## src/rtl/div_seq_ctrl_pkg.sv

```systemverilog
// Shared types and helpers for the signed sequential divider (div_seq_ctrl).
package div_pkg;

    typedef enum logic [2:0] {
        IDLE = 3'd0,
        PREP = 3'd1,
        ITER = 3'd2,
        FIX  = 3'd3,
        DONE = 3'd4
    } div_state_t;

    localparam int WIDTH_DEF = 32;
    localparam int CNT_W     = $clog2(WIDTH_DEF);

    // Packs the HI/LO result word: remainder in the upper half, quotient in the lower.
    function automatic logic [2*WIDTH_DEF-1:0] pack_result(
        input logic [WIDTH_DEF-1:0] rem,
        input logic [WIDTH_DEF-1:0] quo
    );
        return {rem, quo};
    endfunction

endpackage

```

## src/rtl/div_seq_ctrl_step.sv

```systemverilog
// One combinational restoring-division step on unsigned magnitudes.
module div_step
    import div_pkg::*;
#(
    parameter int WIDTH = WIDTH_DEF
) (
    input  logic [WIDTH:0]   r,
    input  logic [WIDTH-1:0] q,
    input  logic [WIDTH-1:0] absb,
    output logic [WIDTH:0]   r_nxt,
    output logic [WIDTH-1:0] q_nxt
);

    logic [WIDTH+1:0] r_sh;
    logic [WIDTH+1:0] trial;
    logic             neg;

    // Shift {R,Q} left one bit, then try to subtract the divisor magnitude.
    // One guard bit above R keeps the sign test exact for every operand.
    always_comb begin
        r_sh  = {r, q[WIDTH-1]};
        trial = r_sh - {2'b00, absb};
        neg   = trial[WIDTH+1];
        r_nxt = neg ? r_sh[WIDTH:0] : trial[WIDTH:0];
        q_nxt = {q[WIDTH-2:0], ~neg};
    end

endmodule

```

## src/rtl/div_seq_ctrl.sv

```systemverilog
// Sequencer for signed 32-bit division: restoring algorithm, one step per clock,
// with sign fix-up and a registered {remainder, quotient} result.
// Optional feature macro: DIV_BY_ZERO_TRAP_EN (divide-by-zero short cut and flag).
//
// state | meaning
// IDLE  | waiting for start
// PREP  | operands captured, magnitudes and signs being formed
// ITER  | one restoring step per clock, WIDTH steps
// FIX   | apply signs, register result
// DONE  | result valid (done pulse), start may chain the next divide
module div_seq_ctrl
    import div_pkg::*;
#(
    parameter int WIDTH = WIDTH_DEF
) (
    input  logic                 clock,
    input  logic                 clear,
    input  logic                 start,
    input  logic                 flush,
    input  logic [WIDTH-1:0]     A,
    input  logic [WIDTH-1:0]     B,
    output logic                 busy,
    output logic                 done,
`ifdef DIV_BY_ZERO_TRAP_EN
    output logic                 div_by_zero,
`endif
    output logic [2*WIDTH-1:0]   result
);

    div_state_t         state;
    logic [WIDTH-1:0]   a_reg;
    logic [WIDTH-1:0]   b_reg;
    logic [WIDTH-1:0]   abs_b;
    logic               sign_a;
    logic               sign_q;
    logic [WIDTH:0]     r;
    logic [WIDTH-1:0]   q;
    logic [CNT_W-1:0]   cnt;
    logic [WIDTH:0]     r_nxt;
    logic [WIDTH-1:0]   q_nxt;

    div_step #(.WIDTH(WIDTH)) u_step (
        .r     (r),
        .q     (q),
        .absb  (abs_b),
        .r_nxt (r_nxt),
        .q_nxt (q_nxt)
    );

    // Main FSM: sequencing, datapath registers and registered outputs.
    always_ff @(posedge clock) begin
        if (clear) begin
            state  <= IDLE;
            busy   <= 1'b0;
            done   <= 1'b0;
            result <= '0;
            a_reg  <= '0;
            b_reg  <= '0;
            abs_b  <= '0;
            sign_a <= 1'b0;
            sign_q <= 1'b0;
            r      <= '0;
            q      <= '0;
            cnt    <= '0;
`ifdef DIV_BY_ZERO_TRAP_EN
            div_by_zero <= 1'b0;
`endif
        end else if (flush) begin
            // Abort leaves the previous result visible.
            state <= IDLE;
            busy  <= 1'b0;
            done  <= 1'b0;
`ifdef DIV_BY_ZERO_TRAP_EN
            div_by_zero <= 1'b0;
`endif
        end else begin
            case (state)
                IDLE, DONE: begin
                    done <= 1'b0;
`ifdef DIV_BY_ZERO_TRAP_EN
                    div_by_zero <= 1'b0;
`endif
                    if (start) begin
                        a_reg <= A;
                        b_reg <= B;
                        busy  <= 1'b1;
                        state <= PREP;
                    end else begin
                        busy  <= 1'b0;
                        state <= IDLE;
                    end
                end
                PREP: begin
                    // Magnitudes are unsigned, so -2^(WIDTH-1) maps to 1 << (WIDTH-1).
                    sign_a <= a_reg[WIDTH-1];
                    sign_q <= a_reg[WIDTH-1] ^ b_reg[WIDTH-1];
                    abs_b  <= b_reg[WIDTH-1] ? -b_reg : b_reg;
                    q      <= a_reg[WIDTH-1] ? -a_reg : a_reg;
                    r      <= '0;
                    cnt    <= '0;
`ifdef DIV_BY_ZERO_TRAP_EN
                    state  <= (b_reg == '0) ? FIX : ITER;
`else
                    state  <= ITER;
`endif
                end
                ITER: begin
                    r   <= r_nxt;
                    q   <= q_nxt;
                    cnt <= cnt + CNT_W'(1);
                    if (cnt == CNT_W'(WIDTH - 1)) begin
                        state <= FIX;
                    end
                end
                FIX: begin
                    result <= pack_result(sign_a ? -r[WIDTH-1:0] : r[WIDTH-1:0],
                                          sign_q ? -q : q);
`ifdef DIV_BY_ZERO_TRAP_EN
                    if (b_reg == '0) begin
                        result      <= pack_result(a_reg, '1);
                        div_by_zero <= 1'b1;
                    end
`endif
                    done  <= 1'b1;
                    busy  <= 1'b0;
                    state <= DONE;
                end
                default: begin
                    busy  <= 1'b0;
                    done  <= 1'b0;
                    state <= IDLE;
                end
            endcase
        end
    end

endmodule

```

## config.mk

```make
export PLATFORM = sky130hd
export DESIGN_NAME = div_seq_ctrl
export DESIGN_NICKNAME = d
export VERILOG_FILES = /design/src/rtl/div_seq_ctrl_pkg.sv /design/src/rtl/div_seq_ctrl_step.sv /design/src/rtl/div_seq_ctrl.sv
export SDC_FILE = /design/constraint.sdc
export NUM_CORES = 1
export LEC_CHECK = 0
export ABC_CLOCK_PERIOD_IN_PS = 3000
export CAP_MARGIN = 20
export CORE_ASPECT_RATIO = 1.2
export CORE_UTILIZATION = 53
export CTS_BUF_LIST = sky130_fd_sc_hd__clkbuf_4 sky130_fd_sc_hd__clkbuf_8 sky130_fd_sc_hd__clkbuf_16
export DETAILED_ROUTE_END_ITERATION = 7
export PLACE_DENSITY = 0.78
export SYNTH_ARGS = -nofsm -noshare
export SYNTH_HDL_FRONTEND = slang
export SYNTH_HIERARCHICAL = 1
export SYNTH_SLANG_ARGS = --single-unit
```

## constraint.sdc

```tcl
create_clock -name clock -period 3 [get_ports clock]
set_clock_uncertainty 0.05 [all_clocks]
set_input_delay 0.45 -clock clock [delete_from_list [all_inputs] [get_ports clock]]
set_output_delay 0.45 -clock clock [all_outputs]
set_load 0.01 [all_outputs]
```

== Yosys cells after proc, flatten, opt, wreduce, memory -nomap -nowiden ==
Index checks and enable logic that the tools add are counted.

* Input port bits: 68
* Register bits: 237
* Word-level logic and storage cells: 50
* Output and inout port bits: 66

* Bitwise operators: 3
* Mux-type cells: 14
* Reductions and logical operators: 9
* Add/subtract/negate cells: 6
* Eq/ne operators: 6

{| class="wikitable"
|+ Operators with widths
! operator !! number
|-
| $mux 32 || 4
|-
| $neg 32->32 || 4
|-
| $pmux 33 s2 || 1
|-
| $pmux 32 s2 || 1
|-
| $sub 34x32->34 || 1
|-
| $mux 33 || 1
|-
| $pmux 3 s4 || 1
|-
| $pmux 5 s2 || 1
|-
| $eq 3x2->1 const B || 2
|-
| $reduce_and 2->1 || 3
|-
| $reduce_or 2->1 || 3
|-
| $add 5x1->5 const B || 1
|-
| $eq 5x5->1 const B || 1
|-
| $pmux 1 s2 || 2
|-
| $eq 3x1->1 const B || 1
|-
| $eq 3x3->1 const B || 1
|-
| $logic_not 3->1 || 1
|-
| $mux 3 || 1
|-
| $reduce_and 3->1 || 1
|-
| $mux 1 || 2
|-
| $ne 2x2->1 const B || 1
|-
| $not 1->1 || 2
|-
| $reduce_bool 2->1 || 1
|-
| $xor 1x1->1 || 1
|}

== Longest topological paths before layout ==
Gate-level depths: netlist of run 1.

* Depth after elaboration: 3
* Mapped depth: 14
* Depth with buffers taken out: 13

== Hierarchy ==
Netlist of run 1, hierarchy kept.

{| class="wikitable"
|+ Modules (own cells, without submodules)
! module !! cells an instance !! instances !! sequential area each (um^2) !! area each (um^2)
|-
| div_seq_ctrl || 1,382 || 1 || 4,744.6 || 11,558.6
|-
| div_step || 359 || 1 || 0.0 || 2,403.6
|}

== Least setup slack after synthesis of run 1 ==
OpenSTA, ideal clock, no wires.

* Path type: reg2reg
* From: register r[7]
* To: register r[28]
* Period minus slack after synthesis: 3.105 ns
* Path slack: -0.105 ns
* Setup time: 0.117 ns
* Buffers on the path: 1
* Arrival time: 2.938 ns
* Required time: 2.833 ns
* Cell stages (with the launch flop): 12
* Path through: dfxtp_1 -> ha_1 -> and3_1 -> or3b_1 -> a211oi_2 -> o31ai_1 -> and3_4 -> o31a_4 -> xor2_4 -> clkbuf_1 -> o21ai_0 -> a22o_1

* Cells in the longest elaborated chain, start to end: 3

{| class="wikitable"
|+ Ends and longest elaborated chain
! what !! line !! RTL
|-
| start, declared || div_seq_ctrl.sv:36 || <nowiki>logic [WIDTH:0] r;</nowiki>
|-
| start signal, assigned || div_seq_ctrl.sv:108 || <nowiki>r <= r_nxt;</nowiki>
|-
| $sub 34x32->34 || div_seq_ctrl_step.sv:22 || <nowiki>trial = r_sh - {2'b00, absb};</nowiki>
|-
| $mux 33 || div_seq_ctrl_step.sv:24 || <nowiki>r_nxt = neg ? r_sh[WIDTH:0] : trial[WIDTH:0];</nowiki>
|-
| net r_nxt[28] || div_seq_ctrl.sv:39 || <nowiki>logic [WIDTH:0] r_nxt;</nowiki>
|-
| $pmux 33 s2 || div_seq_ctrl.sv:77 || <nowiki>case (state)</nowiki>
|}

The timed path passes the listed nets, and every way through them passes these cells.
A chain may end at the register's enable or synchronous reset.

== Worst setup path after layout of run 1 ==
* From: register abs_b[13]
* To: register r[27]

* Cells in the longest elaborated chain, start to end: 3

{| class="wikitable"
|+ Ends and longest elaborated chain
! what !! line !! RTL
|-
| start, declared || div_seq_ctrl.sv:33 || <nowiki>logic [WIDTH-1:0] abs_b;</nowiki>
|-
| start signal, assigned || div_seq_ctrl.sv:97 || <nowiki>abs_b <= b_reg[WIDTH-1] ? -b_reg : b_reg;</nowiki>
|-
| $sub 34x32->34 || div_seq_ctrl_step.sv:22 ||
|-
| $mux 33 || div_seq_ctrl_step.sv:24 ||
|-
| net r_nxt[27] || div_seq_ctrl.sv:39 ||
|-
| $pmux 33 s2 || div_seq_ctrl.sv:77 ||
|}

The timed path passes the listed nets, and every way through them passes these cells.

==> results of run 1 <==
==> path summary, 6_finish.rpt <==
check | startpoint | endpoint | slack [ns] | cells after the start
max | abs_b[13] | r[27] | -0.12 | 12
min | clear | cnt[0] | 0.28 | 2
max reg2reg | abs_b[13] | r[27] | -0.12 | 12
min reg2reg | result[15] | result[15] | 0.40 | 2
==> metal layers <==
metal  track usage [%]  up-vias  wire length (um)
li1                  -     6546                 -
met4              5.74        0               616
met2              42.4      440             17000
met3              2.56       51              2380
met1              40.1     6172             17800
met5                 0        -                 0
==> final cells by class <==
type                            instances  area, um^2
Clock buffer                           31         677
Clock inverter                          8         118
Fill cell                            2156        8460
Inverter                               52         198
Multi-Input combinational cell       1304        8700
Sequential cell                       237        4750
Tap cell                              330         413
Timing Repair Buffer                  256        2380
==> synth_stat cells (18+ instances only) <==
| library cell | count |
|---|---|
| dfxtp_1 | 237 |
| o21ai_0 | 83 |
| a21o_1 | 23 |
| nor3_1 | 27 |
| ha_1 | 38 |
| o31ai_1 | 36 |
| or3_1 | 23 |
| a22o_1 | 36 |
| inv_1 | 49 |
| nor2_1 | 130 |
| nand3_1 | 21 |
| a21oi_1 | 137 |
| nor4_1 | 21 |
| o41ai_1 | 18 |
| nand2_1 | 246 |
| xnor2_1 | 30 |
| o22ai_1 | 21 |
| clkbuf_1 | 105 |
| buf_4 | 31 |
| nor2b_1 | 25 |
| mux2i_1 | 21 |
| a211oi_1 | 70 |
| xor2_1 | 82 |
==> critical path, delay by kind of cell (launching register included) <==
family / cells / cell delay, ns
and+or+nand+nor: 3 / 0.83
AOI/OAI and AO/OA: 4 / 0.82
DFF: 1 / 0.32
muxes: 1 / 0.31
adders and majority gates: 1 / 0.27
xor gates and xnor gates: 1 / 0.25
buffers and inverters: 2 / 0.17
==> power by group through the flow <==
stage / Combinational (W) / Sequential [W] / Clock (W)
finish: 0.00178 / 0.00330 / 0.00308
CTS: 0.00152 / 0.00330 / 0.00312
detailed placement: 0.00144 / 0.00337 / 0
global route: 0.00191 / 0.00331 / 0.00326
global placement: 0.00142 / 0.00337 / 0
floorplan: 0.00104 / 0.00334 / 0
==> metrics by stage <==
step           cell area, um^2  setup TNS [ns]  worst slack [ns]  power [W]  utilization, %
2_1_floorplan            14000               0            0.0264    0.00438               -
3_5_place_dp             16000           -4.32            -0.226    0.00481            62.3
4_1_cts                  17000           -1.42           -0.0930    0.00794            66.0
3_3_place_gp             16000           -2.14            -0.163    0.00479            62.3
6_report                 17200           -2.32            -0.116    0.00816            67.1
5_1_grt                  17200           -6.40            -0.248    0.00848            67.1
==> cells by family after synthesis <==
family	after synthesis	synth area share [%]
simple gates	618	21.9
compound gates	506	24.8
flops	237	34.0
buf+inv	200	6.41
xor+xnor	113	7.22
fa+ha+maj	39	3.55
mux	28	2.07
==> timing repair <==
action / CTS / global route
resized for setup: 26 / 67
cloned: 0 / 3
endpoints found under the setup margin: 34 / 34
pin swaps: 8 / 43
setup buffers: 7 / 3
==> flow_metrics.py, run 1 <==
metrics = {
    "run_status": {
        "outcome": "finished with violations",
        "failed_checks": "setup timing",
    },
    "power": {
        "clockPowerShare_pct": 37.7,
        "power.internal_w": 0.00586,
        "peakVddDrop_v": 0.000409,
        "leakage_nw": 6.60,
        "p_seq_share_pct": 40.5,
        "combPwrFrac_pct": 21.8,
        "switching_share_pct": 28.2,
        "power_density_nw_per_um2": 473,
        "p_sw_w": 0.00230,
    },
    "floorplan": {
        "die_h_um": 180,
        "core_area_um2": 25700,
        "rows": 64,
        "die_area_um2": 27000,
        "die_x_um": 150,
        "start_util_pct": 54.3,
        "pin_count": 134,
    },
    "synthesis": {
        "synthCells": 1741,
        "yosys_register_bits": 237,
        "async_flop_share_pct": 0,
        "syn_avg_cell_area_um2": 8.02,
        "synth_top_area_share_pct": 34.0,
        "synth_cell_types": 81,
        "ys_top_cells_by_area": "dfxtp_1 (34%), nand2_1 (6.6%), xor2_1 (5.1%)",
        "synth_ff_type": "dfxtp_1",
        "synth_nets": 1848,
        "synth_edf_count": 0,
        "ys_seq_area_share_pct": 34.0,
        "yosysWarnings": 6,
        "synthesis.area_um2": 14000,
        "yosys.area.top_type": "dfxtp_1",
    },
    "sta": {
        "fmaxAchievable_ghz": 0.321,
        "drv_slew": 0,
        "finalWorstSetupSlack_ns": -0.116,
        "tightest_slew_ns": 1.06,
        "setup_viol": 33,
        "post-route-period-util_pct": 104,
        "fin_crit_ns": 3.12,
        "rsz0062_at_grt": "true",
        "final_hold_viol_count": 0,
        "fin_hold_ws_ns": 0.283,
        "slew_headroom_pct": 29.1,
    },
    "cells_and_area": {
        "drive_above_1_share_pct": 14.7,
        "reg.largest.list": "result: 64 flops, r: 33 flops",
        "layoutNonFillerInstCount": 2218,
        "final_common_cell": "nand2_1",
        "largest_reg_flops": 64,
        "layout_common_cells": "nand2_1 (236), dfxtp_1 (230), a21oi_1 (135)",
        "regMostFlops": "result",
        "nNetsFinal": 1982,
        "area_delta_synth_final_pct": 23.5,
        "n_antenna_cell": 0,
    },
    "drt": {
        "vias": 13200,
        "wl_per_cell_um": 17.0,
        "via_per_inst": 5.96,
        "wl_mm": 37.8,
        "postRouteAntennaNets": 0,
        "drc_errors": 0,
        "drt_iter0_drc": 1002,
        "drt_pass1_iterations": 6,
    },
    "global_routing": {
        "globalRoute.totalOverflow": 0,
        "grtUsageTotal_pct": 27.1,
        "grt_pass1_wl_mm": 60.5,
        "grt_pass1_vias": 11900,
        "antenna_found_initial": 0,
        "grt_max_degree": 84,
    },
    "placement": {
        "portBuffers": 133,
        "placed_cells": 2166,
        "gp_congestion": 0.925,
        "place_hpwl_mm": 26.7,
    },
    "clock_tree": {
        "htreeDepth": 1,
        "clock-sinks": 237,
        "cts_buffers": 24,
        "clk_pin_slew_ns": 0.06,
        "cts_hold_buf": 0,
        "cts_tree": "built",
        "cts.path.max_buffers": 3,
        "insertion_delay_ns": 0.53,
        "cts_root_buf": "clkbuf_16",
    },
    "worst_setup_path": {
        "critical_path_class": "reg -> reg",
        "crit_chain": "inv_1 -> ha_4 -> nand4_1 -> or3b_4 -> a211oi_4 -> o31ai_2 -> and3_4 -> o31a_4 -> xor2_4 -> inv_4 -> mux2_4 -> a22o_1",
        "worstSetupEndpointType": "flop",
        "cp_data_required_time_ns": 3.37,
        "cp_max_fo": 7,
        "worst_ep_arrival_time_ns": 3.48,
        "startpoint_type": "flop",
        "critPathMaxStageDelay_ns": 0.46,
        "worst_path_max_delay_cell": "or3b_4",
    },
    "job": {
        "cap_violations": 0,
    },
    "worst_hold_path": {
        "hold_class": "in -> reg",
    },
}
(Power assumes the default switching activity.)
==> run 2, diff against run 1 <==
Settings changed: SKIP_CTS_REPAIR_TIMING set to 1.
==> run 2 against run 1 <==
Effect of this change:
- global-route usage shrank 0.20 points
- critical path type unchanged
- power shrank 2.6%
- first-iteration DRC count shrank 5.3%
- highest routed layer unchanged
- largest power group unchanged
- the run still ends with setup timing left
- critical endpoint is now r[24]
==> flow_metrics.py, run 2 (same netlist as run 1, synthesis figures left out) <==
metrics = {
    "power": {
        "p_sw_w": 0.00219,
        "power.internal_w": 0.00576,
        "peakVddDrop_v": 0.000409,
        "combPwrFrac_pct": 19.9,
        "switching_share_pct": 27.5,
        "power.total_w": 0.00795,
        "leakage_nw": 6.44,
        "clockPowerShare_pct": 38.6,
        "power_density_nw_per_um2": 469,
        "p_seq_share_pct": 41.5,
    },
    "cells_and_area": {
        "drive_above_1_share_pct": 12.9,
        "final_common_cell": "nand2_1",
        "multi_input_area_um2": 8530,
        "area_delta_synth_final_pct": 21.5,
        "n_antenna_cell": 0,
        "reg.largest.list": "result: 64 flops, r: 33 flops",
        "nFillCells": 2207,
        "regMostFlops": "result",
        "regArea_um2": 4750,
        "largest_reg_flops": 64,
        "nNetsFinal": 1972,
        "layout_common_cells": "nand2_1 (246), dfxtp_1 (230), a21oi_1 (135)",
    },
    "worst_hold_path": {
        "hold_depth": 2,
        "worst_hold_path.endpoint": "cnt[0]",
        "min-delay-start": "clear",
        "hold_class": "in -> reg",
    },
    "sta": {
        "finalWorstSetupSlack_ns": -0.129,
        "post-route-period-util_pct": 104,
        "fmaxAchievable_ghz": 0.320,
        "drv_slew": 0,
        "final_hold_viol_count": 0,
        "setup_viol": 34,
        "rsz0062_at_grt": "true",
        "tightest_slew_ns": 1.05,
        "slew_headroom_pct": 29.6,
        "fin_crit_ns": 3.13,
        "fin_hold_ws_ns": 0.284,
    },
    "worst_setup_path": {
        "reg2regPathDepth": 12,
        "worstSetupEndpointType": "flop",
        "rrSetupSlack_ns": -0.13,
        "r2r-start": "abs_b[8]",
        "critical_path_class": "reg -> reg",
        "worst_ep_arrival_time_ns": 3.49,
        "r2r-end": "r[24]",
        "cp_data_required_time_ns": 3.36,
        "cp_max_fo": 7,
        "startpoint_type": "flop",
    },
    "drt": {
        "via_per_inst": 5.94,
        "wl_per_cell_um": 16.7,
        "drc_errors": 0,
        "vias": 13100,
        "drt_iter0_drc": 949,
        "postRouteAntennaNets": 0,
        "drt_pass1_iterations": 6,
        "wl_mm": 36.9,
    },
    "floorplan": {
        "start_util_pct": 54.3,
        "die_x_um": 150,
        "pin_count": 134,
        "die_area_um2": 27000,
        "rows": 64,
        "core_area_um2": 25700,
        "die_h_um": 180,
    },
    "global_routing": {
        "globalRoute.totalOverflow": 0,
        "grtUsageTotal_pct": 26.9,
        "antenna_found_initial": 0,
        "grt_max_degree": 84,
        "grt_pass1_wl_mm": 60.1,
        "grt_pass1_vias": 11900,
    },
    "clock_tree": {
        "clock-sinks": 237,
        "insertion_delay_ns": 0.53,
        "htreeDepth": 1,
        "cts.path.max_buffers": 3,
        "cts_root_buf": "clkbuf_16",
        "cts_tree": "built",
        "cts_buffers": 24,
        "clk_pin_slew_ns": 0.06,
    },
    "job": {
        "cap_violations": 0,
    },
    "placement": {
        "gp_congestion": 0.925,
        "portBuffers": 133,
        "place_hpwl_mm": 26.7,
    },
    "run_status": {
        "outcome": "finished with violations",
        "failed_checks": "setup timing",
    },
}
[run 2: metal layers]
| layer | vias to the layer above | track usage, % | share of wire, % |
|---|---|---|---|
| li1 | 6521 | - | - |
| met1 | 6102 | 39.8 | 48 |
| met2 | 438 | 42.1 | 45 |
| met3 | 44 | 2.49 | 6.0 |
| met4 | 0 | 5.54 | 1.4 |
| met5 | - | 0 | 0 |
[run 2: worst max-delay path by stage]
| stage | to | start | slack [ns] |
|---|---|---|---|
| after global placement | r[27] | abs_b[7] | -0.16 |
| after detailed placement | r[32] | abs_b[7] | -0.23 |
| after CTS | r[32] | abs_b[7] | -0.24 |
| after global routing | r[24] | abs_b[8] | -0.23 |
| after floorplan | r[24] | r[6] | 0.03 |
| final | r[24] | abs_b[8] | -0.13 |
[run 2: worst max-delay path, stage by stage, from the launching register on]
cell and delay, ns:
dfxtp_2 0.33, inv_2 0.04, ha_4 0.29, and3_4 0.18
or3b_4 0.39, a211oi_4 0.28, o31ai_2 0.11, and3_4 0.20
o31a_4 0.30, xor2_4 0.19, inv_4 0.13, mux2_2 0.34
a22o_1 0.19
[run 2: power by group through the flow]
stage | sequential (W) | clock [W] | combinational (W)
2_1_floorplan | 0.00334 | 0 | 0.00104
3_5_place_dp | 0.00337 | 0 | 0.00144
3_3_place_gp | 0.00337 | 0 | 0.00142
5_1_grt | 0.00331 | 0.00325 | 0.00172
6_report | 0.00330 | 0.00307 | 0.00158
4_1_cts | 0.00330 | 0.00312 | 0.00145
[run 2: final cells by class]
| type | instances | share of cell area (%) |
|---|---|---|
| clock buffers | 31 | 3.99 |
| clock inverters | 8 | 0.693 |
| inverters | 52 | 1.17 |
| multi-input cells | 1304 | 50.3 |
| flip-flops and latches | 237 | 28.0 |
| well taps | 330 | 2.43 |
| repair buffers | 246 | 13.4 |
[run 2: stage by stage]
step                      instance area, um^2  std cells  utilization (%)  setup slack (ns)  setup TNS [ns]
after floorplan                         14000       1741                -            0.0264               0
after global placement                  16000       2166             62.3            -0.163           -2.14
after detailed placement                16000       2166             62.3            -0.226           -4.32
after CTS                               16800       2205             65.4            -0.238           -4.82
after global routing                    17000       2208             66.0            -0.227           -5.85
final                                   17000       2208             66.0            -0.129           -1.84
